**config.mk**
```make
export PLATFORM = sky130hd
export DESIGN_NAME = button_event_queue
export DESIGN_NICKNAME = d
export VERILOG_FILES = /design/src/rtl/button_event_queue.sv
export SDC_FILE = /design/constraint.sdc
export NUM_CORES = 1
export LEC_CHECK = 0
export BUFFER_PORTS_ARGS = -buffer_cell sky130_fd_sc_hd__buf_4
export CAP_MARGIN = 20
export CORE_MARGIN = 4
export CORE_UTILIZATION = 40
export DETAILED_ROUTE_END_ITERATION = 10
export GPL_ROUTABILITY_DRIVEN = 0
export GPL_TIMING_DRIVEN = 0
export MAX_ROUTING_LAYER = met4
export PLACE_DENSITY = 0.67
export SLEW_MARGIN = 20
export SYNTH_ARGS = -nofsm -noshare
export SYNTH_HDL_FRONTEND = slang
export SYNTH_SLANG_ARGS = --single-unit
```
**constraint.sdc**
```tcl
create_clock -name clk -period 1.9 [get_ports clk]
set_input_delay 0.285 -clock clk [delete_from_list [all_inputs] [get_ports clk]]
set_output_delay 0.285 -clock clk [all_outputs]
set_load 0.02 [all_outputs]
```
**src/rtl/button_event_queue.sv**
```systemverilog
// button_event_queue
//   Debounces N_BTN raw button inputs and queues one event per debounced
//   press. Each event is a 4-bit code that identifies the button. The code
//   for input bit i is N_BTN-1-i, so the MSB button gets code 0. The events
//   wait in a small FIFO until software reads them.
//
// Ports
//   clk        rising-edge clock
//   reset      asynchronous, active-high reset
//   btn_in     raw asynchronous button levels, 1 = pressed
//   rd_en      pop the head event. Ignored while the queue is empty.
//   clr_ovf    clear the sticky overflow flag. A new overflow in the same
//              cycle wins over the clear.
//   data_out   {valid, 27'b0, head code}. All zero when the queue is empty.
//   empty/full queue occupancy flags
//   level      number of entries currently in the queue
//   overflow   sticky flag: at least one event was dropped
//   btn_state  current debounced button levels
//
// Handshake: data_out[31] acts as a valid bit and rd_en acts as a ready bit.
// The head is consumed on a clock edge where both are high. The next entry,
// or the empty value, appears after that edge.
module button_event_queue #(
  parameter int N_BTN           = 4,
  parameter int DEBOUNCE_CYCLES = 16,
  parameter int FIFO_DEPTH      = 4
) (
  input  logic                          clk,
  input  logic                          reset,
  input  logic [N_BTN-1:0]              btn_in,
  input  logic                          rd_en,
  input  logic                          clr_ovf,
  output logic [31:0]                   data_out,
  output logic                          empty,
  output logic                          full,
  output logic [$clog2(FIFO_DEPTH):0]   level,
  output logic                          overflow,
  output logic [N_BTN-1:0]              btn_state
);

  localparam int AW = $clog2(FIFO_DEPTH);
  localparam int CW = $clog2(DEBOUNCE_CYCLES);
  localparam logic [CW-1:0] CNT_LAST = CW'(DEBOUNCE_CYCLES - 1);

  logic [N_BTN-1:0] sync1_q, sync2_q;
  logic [N_BTN-1:0] btn_state_q, btn_state_d;
  logic [CW-1:0]    cnt_q [N_BTN];
  logic [CW-1:0]    cnt_d [N_BTN];

  // Press events detected on a btn_state transition are held for one cycle
  // and then written into the FIFO.
  logic             pend_q, pend_d;
  logic [3:0]       pend_code_q, pend_code_d;
  logic             pend_multi_q, pend_multi_d;

  logic [3:0]       mem_q [FIFO_DEPTH];
  logic [3:0]       mem_d [FIFO_DEPTH];
  logic [AW:0]      wptr_q, wptr_d, rptr_q, rptr_d;
  logic             ovf_q, ovf_d;

  logic [N_BTN-1:0] rise;
  logic [AW:0]      level_w;
  logic             empty_w, full_w, do_pop, do_push, drop;

  // Debounce. A counter runs only while the synchronized input differs from
  // the debounced level. The level toggles on the sample that would bring
  // the counter to DEBOUNCE_CYCLES.
  always_comb begin
    btn_state_d = btn_state_q;
    for (int i = 0; i < N_BTN; i++) begin
      cnt_d[i] = '0;
      if (sync2_q[i] != btn_state_q[i]) begin
        if (cnt_q[i] == CNT_LAST) begin
          btn_state_d[i] = ~btn_state_q[i];
        end else begin
          cnt_d[i] = cnt_q[i] + CW'(1);
        end
      end
    end
  end

  // Press detection. When several buttons press in the same cycle, the
  // highest bit index (the lowest code) is kept. The loop runs upward, so
  // the last match is the one that survives.
  always_comb begin
    rise         = btn_state_d & ~btn_state_q;
    pend_d       = |rise;
    pend_code_d  = 4'd0;
    pend_multi_d = ($countones(rise) > 1);
    for (int i = 0; i < N_BTN; i++) begin
      if (rise[i]) pend_code_d = 4'(N_BTN - 1 - i);
    end
  end

  // FIFO. The pointers carry one extra wrap bit, so their difference gives
  // the level directly.
  always_comb begin
    level_w = wptr_q - rptr_q;
    empty_w = (level_w == '0);
    full_w  = (level_w == (AW+1)'(FIFO_DEPTH));
    do_pop  = rd_en & ~empty_w;
    // A pop in the same cycle frees a slot, so a push into a full queue
    // still succeeds.
    do_push = pend_q & (~full_w | do_pop);
    drop    = pend_q & full_w & ~do_pop;

    mem_d = mem_q;
    if (do_push) mem_d[wptr_q[AW-1:0]] = pend_code_q;
    wptr_d = do_push ? wptr_q + (AW+1)'(1) : wptr_q;
    rptr_d = do_pop  ? rptr_q + (AW+1)'(1) : rptr_q;

    if (drop || (pend_q && pend_multi_q)) ovf_d = 1'b1;
    else if (clr_ovf)                     ovf_d = 1'b0;
    else                                  ovf_d = ovf_q;
  end

  always_ff @(posedge clk or posedge reset) begin
    if (reset) begin
      sync1_q      <= '0;
      sync2_q      <= '0;
      btn_state_q  <= '0;
      for (int i = 0; i < N_BTN; i++) cnt_q[i] <= '0;
      pend_q       <= 1'b0;
      pend_code_q  <= 4'd0;
      pend_multi_q <= 1'b0;
      for (int j = 0; j < FIFO_DEPTH; j++) mem_q[j] <= 4'd0;
      wptr_q       <= '0;
      rptr_q       <= '0;
      ovf_q        <= 1'b0;
    end else begin
      sync1_q      <= btn_in;
      sync2_q      <= sync1_q;
      btn_state_q  <= btn_state_d;
      cnt_q        <= cnt_d;
      pend_q       <= pend_d;
      pend_code_q  <= pend_code_d;
      pend_multi_q <= pend_multi_d;
      mem_q        <= mem_d;
      wptr_q       <= wptr_d;
      rptr_q       <= rptr_d;
      ovf_q        <= ovf_d;
    end
  end

  assign data_out  = empty_w ? 32'h0 : {1'b1, 27'b0, mem_q[rptr_q[AW-1:0]]};
  assign empty     = empty_w;
  assign full      = full_w;
  assign level     = level_w;
  assign overflow  = ovf_q;
  assign btn_state = btn_state_q;

endmodule

```
Word level (Yosys, flattened, before mapping)
Cells that the tools add are included.
Storage, ports and cells
  register bits after elaboration: 57
  word-level logic and storage cells: 91
  output and inout bits: 42
  input bits: 8
Operators by class
  reduce and logical (&&, ||, !) cells: 6
  order comparisons: 4
  add/subtract/negate cells: 10
  muxes and demuxes: 29
  bitwise logic cells: 16
  equal/unequal tests: 9
Operator list (number)
  2-to-1 mux 4 bit: 14
  2-to-1 mux 32 bit: 1
  adder 4 x 1 -> 4 bit (second input constant): 4
  bitwise mux 16 bit: 1
  == test 4 bit (second input constant): 4
  2-to-1 mux 1 bit: 10
  binary-select mux 4 bit (select 2 bit): 1
  demux 4 bit (select 2 bit): 1
  inverter 1 bit: 7
  adder 3 x 1 -> 3 bit (second input constant): 2
  >= comparator 3 bit (second input constant): 2
  inverter 2 -> 3 bit: 2
  adder 1 x 1 -> 2 bit: 2
  AND 1 bit: 4
  AND 4 bit: 1
  inequality test 1 bit: 4
  inverter 4 bit: 1
  OR reduction 4 bit: 1
  adder 2 x 2 -> 3 bit: 1
  == test 3 bit (second input constant): 1
  greater-than comparator 3 x 1 -> 1 bit (second input constant): 1
  zero test 3 bit: 1
  less-than comparator 3 x 1 -> 1 bit (second input constant): 1
  subtractor 3 bit: 1
  other kinds (5): 6

Logic depth before layout (Yosys ltp)
  word-level depth: 8
  depth in mapped cells: 7
  depth with buffers taken out: 7

Worst setup path before layout
OpenSTA, ideal clock, no wires.
  path kind: register to output
  start: register wptr_q[0]
  end: output port data_out[31]
  cell stages (with the launch flop): 7
  setup slack: -0.469 ns
  path buffers: 0
  data arrival time: 2.084 ns
  path through: dfrtp_1 inv_1 ha_1 fa_1 xor3_2 nor2_1 inv_1
On the way
  word-level cells in the longest chain between the ends: 3
RTL lines
  start, declared: RTL line 58  | logic [AW:0] wptr_q, wptr_d, rptr_q, rptr_d;
  start signal, assigned: RTL line 139  | wptr_q <= wptr_d;
  subtractor 3 bit: RTL line 98  | level_w = wptr_q - rptr_q;
  named net level[2]: RTL line 36  | output logic [$clog2(FIFO_DEPTH):0] level,
  zero test 3 bit: RTL line 99  | empty_w = (level_w == '0);
  named net empty: RTL line 34  | output logic empty,
  2-to-1 mux 32 bit: RTL line 145  | assign data_out = empty_w ? 32'h0 : {1'b1, 27'b0, mem_q[rptr_q[AW-1:0]]};
  end, declared: RTL line 33  | output logic [31:0] data_out,
The timed path passes the listed nets, and every way through them passes these cells.

Worst setup path in the final report
  start: register wptr_q[0]
  end: register mem_q[1] (netlist bit)
On the way
  word-level cells in the longest chain between the ends: 6
RTL lines
  subtractor 3 bit / inverter 2 -> 3 bit (equally long branches): RTL line 98, 108
  zero test 3 bit (tied with other cells): RTL line 99
  inverter 1 bit / logical AND 1 bit (equally long branches): RTL line 101, 108
  AND 1 bit / 2-to-1 mux 4 bit (equally long branches): RTL line 101, 108
  OR 1 bit / demux 4 bit (select 2 bit) (equally long branches): RTL line 104, 108
  AND 1 bit / bitwise mux 16 bit (equally long branches): RTL line 104, 108
  end signal, assigned: RTL line 138  | mem_q <= mem_d;
  end, declared: RTL line 56  | logic [3:0] mem_q [FIFO_DEPTH];
Parallel ways exist; a longest one is shown, timed or not.
A chain may end at the register's enable or synchronous reset.

==> metrics.md <==
| Metric | Value |
|---|---|
| Synth unique cells | `33` |
| Gr usage total | `0.113` |
| Max stage delay on crit path | `between 0.4 and 0.5 ns` |
| Max Root-Sink Buffers | `2` |
| DR pass1 iterations | `4` |
| Crit path required time | `2.08 ns` |
| DRC | `0` |
| Largest family of logic cells by synthesized area | `buffers and inverters` |
| Post-Synth Adder-Cell Area | `0.0869` |
| Post-Synth Simple-Gate Area | `0.0874` |
| CTS tree | `done` |
| Yosys top cell by area | `dfrtp_1` |
| Pwr per Cell Area | `~1000 nW/um2` |
| CTS H-tree depth | `2` |
| Clk_lat worst skew | `0.29 ns` |
| Chip height | `~84 um` |
| Syn Area/Cell | `roughly 12 um2` |
| Clock Root Buffer | `clkbuf_8` |
| CP Capture Type | `flop` |
| CTS sink count | `between 40 and 50` |
| Most frequent cells in the layout | `buf_4, dfrtp_1, conb_1, ha_1, xnor2_1` |
| Nets | `roughly 300` |
| Grt total ovfl | `0` |
| RSZ-0062 raised after global routing | `true` |
| HP Class | `primary input to async pin` |
| Xor and xnor fraction of the mapped netlist area | `0.0558` |
| Routed length per instance | `11.9 um` |
| Startpoint Class | `flop` |
| Violated checks | `hold timing, setup timing` |
| First-pass GRT wire length | `around 6400 um` |
| Setup TNS | `-4.93 ns` |
| Vias in the first global route | `around 1,400` |
| Pleak | `between 1.5 and 2 nW` |
| CP max-delay cell | `fa_2` |
| Setup CP Type | `flop to flop` |
| Final WS setup | `-0.308 ns` |
| Fillcell total | `~490` |
| Via count | `roughly 1,500` |
| Syn Std Cell Area | `between 2000 and 2500 um2` |
| Max Cap Viol | `0` |
| FF-to-FF setup slack | `-0.31 ns` |
| Pins Over Slew Limit | `0` |
| Fin Clk Skew | `0.00375 ns` |
| CP arrival | `roughly 2.4 ns` |
| Commonest non-fill, non-tap cell in the layout | `buf_4` |
| Period utilization | `1.16` |
| Num ports | `50` |
| Crit path cell chain | `inv_2, ha_4, fa_2, buf_4, and3b_1, buf_6, a21oi_4, mux2_4` |
| Hold Slack | `-0.00676 ns` |
| Fin. Hold Viols | `16` |
| Vias/cell | `approximately 4.3` |
| Post-synthesis mux area share | `0.0869` |
| N_diodes | `0` |
| Run status | `finished, violations left` |
| Post-layout minimum cycle time | `around 2.2 ns` |
| Layout overhead on the synthesized area | `35.6%` |
| Final ANT Viol Nets | `0` |
| Synth Area in Compound Gates | `0.0649` |
| Setup violations, final | `21` |
| F_max | `between 400 and 500 MHz` |
| Fin util | `0.568` |
| Worst-path clk slew | `0.09 ns` |
| Synth top area cells | `dfrtp_1, buf_4, ha_1` |
| Hpwl dp | `around 2700 um` |
| Row cnt | `27` |
| Core area | `roughly 5600 um2` |
| Sequential fraction of the synthesis area | `0.504` |
| Starting density of the core | `0.419` |
| Share of layout cells above drive strength 1 | `0.421` |
| Overall die width | `84.4 um` |
| CTS buffer count | `5` |
| #FFs+latches synth | `47` |
| Synthesized instance count | `192` |
| Die area | `just over 7000 um2` |
| # port buffers | `20` |
| Final WL | `a little over 4000 um` |
| CP max FO | `6` |
| Synth warnings | `0` |
| Initial antenna violation count | `0` |
| Largest net degree at the start of global routing | `28` |
| DRT iter0 DRCs | `65` |
| Peak VDD IR | `around 0.00073 V` |
| Yosys top cell area share | `0.504` |
| CTS Hold Bufs | `0` |
[critical path: cells and delay by family (launching register included)]
family | cells | cell delay (ns)
AO/OA/AOI/OAI | 1 | 0.22
buffers and inverters | 3 | 0.40
flip-flops | 1 | 0.40
AND/OR/NAND/NOR | 1 | 0.17
multiplexers | 1 | 0.32
adder cells (fa/ha/maj) | 2 | 0.59
[metal layers]
| layer | global-route usage | wire, um |
|---|---|---|
| met1 | 0.145 | 1720 |
| met2 | 0.178 | 2060 |
| met3 | 0.0314 | 249 |
| met4 | 0.0302 | 51 |
| met5 | - | 0 |
[cell families (layout without fill, tap and decap cells)]
group,Yosys count,count (layout)
flops,47,47
buf+inv,41,92
xor+xnor,13,13
simple gates,36,36
compound gates,23,23
mux,16,16
other cells,1,29
fa+ha+maj,15,15
[power breakdown]
part | total, mW | switching (mW) | internal, mW
combinational | 1.16 | 0.578 | 0.587
clock | 0.856 | 0.332 | 0.524
sequential | 1.14 | 0.0700 | 1.07
total | 3.16 | 0.979 | 2.18
[worst paths after layout]
kind | startpoint | to | cells after the start
max | wptr_q[0]$_DFFE_PP0P_ | mem_q[1]$_DFFE_PP0P_ | 8
min | reset | sync1_q[2]$_DFF_PP0_ | 2
max reg2reg | wptr_q[0]$_DFFE_PP0P_ | mem_q[1]$_DFFE_PP0P_ | 8
min reg2reg | sync1_q[3]$_DFF_PP0_ | sync2_q[3]$_DFF_PP0_ | 0
max in group asynchronous | reset | rptr_q[0]$_DFFE_PP0P_ | 3
min in group clk | btn_in[1] | sync1_q[1]$_DFF_PP0_ | 1
[registers in the layout (all words and copies together), names as in the netlist]
signal / flops
pend_code_q: 2
rptr_q: 3
sync2_q: 4
sync1_q: 4
btn_state: 4
pend_multi_q: 1
cnt_q: 16
overflow: 1
mem_q: 8
wptr_q: 3
pend_q: 1
[cell type report]
cell class                      instances  area (um2)  share of cell area
Buffer                                 30         229              0.0724
Clock buffer                            5        68.8              0.0217
Clock inverter                          3        67.6              0.0214
Inverter                               11        41.3              0.0130
Multi-Input combinational cell        132        1130               0.358
Sequential cell                        47        1180               0.372
Tap cell                               72        90.1              0.0285
Timing Repair Buffer                   43         358               0.113
[stage by stage]
stage	instances	worst slack, ns	hold WS [ns]	cell area [um2]	total power [mW]
floorplan	220	-0.148	0.316	2490	1.75
global placement	312	-0.263	0.332	2730	1.95
detailed placement	313	-0.268	0.329	2750	1.97
CTS	328	-0.312	0.00497	2990	3.00
global route	343	-0.370	0.0154	3160	3.33
finish	343	-0.308	-0.00676	3160	3.16
[what timing repair did]
item / in CTS / in global routing
gates resized for setup: 11 / 13
buffers inserted: 7 / 15
endpoints found under the setup margin: 19 / 21
pin swaps: 2 / 10
hold endpoints to repair: 0 / 0
[Yosys cell counts]
cell type	n
a211o_1	1
nand3b_1	4
o21ai_0	2
mux2_2	13
mux4_2	2
mux2_1	1
a31oi_1	3
nor2_1	5
a311oi_1	3
nor2b_1	6
xor3_2	1
ha_1	13
conb_1	1
a21oi_2	1
inv_1	11
dfrtp_1	47
nand4b_1	1
xor2_1	1
nor3_1	5
a21oi_1	6
xnor2_1	11
buf_4	29
a21o_1	4
buf_1	1
o21ai_1	1
a21boi_0	1
and3b_1	2
nand3_1	1
nor3b_1	1
and3_1	5
o22ai_1	1
nand2_1	6
fa_1	2
No activity file was read; power rests on OpenSTA's default activity.
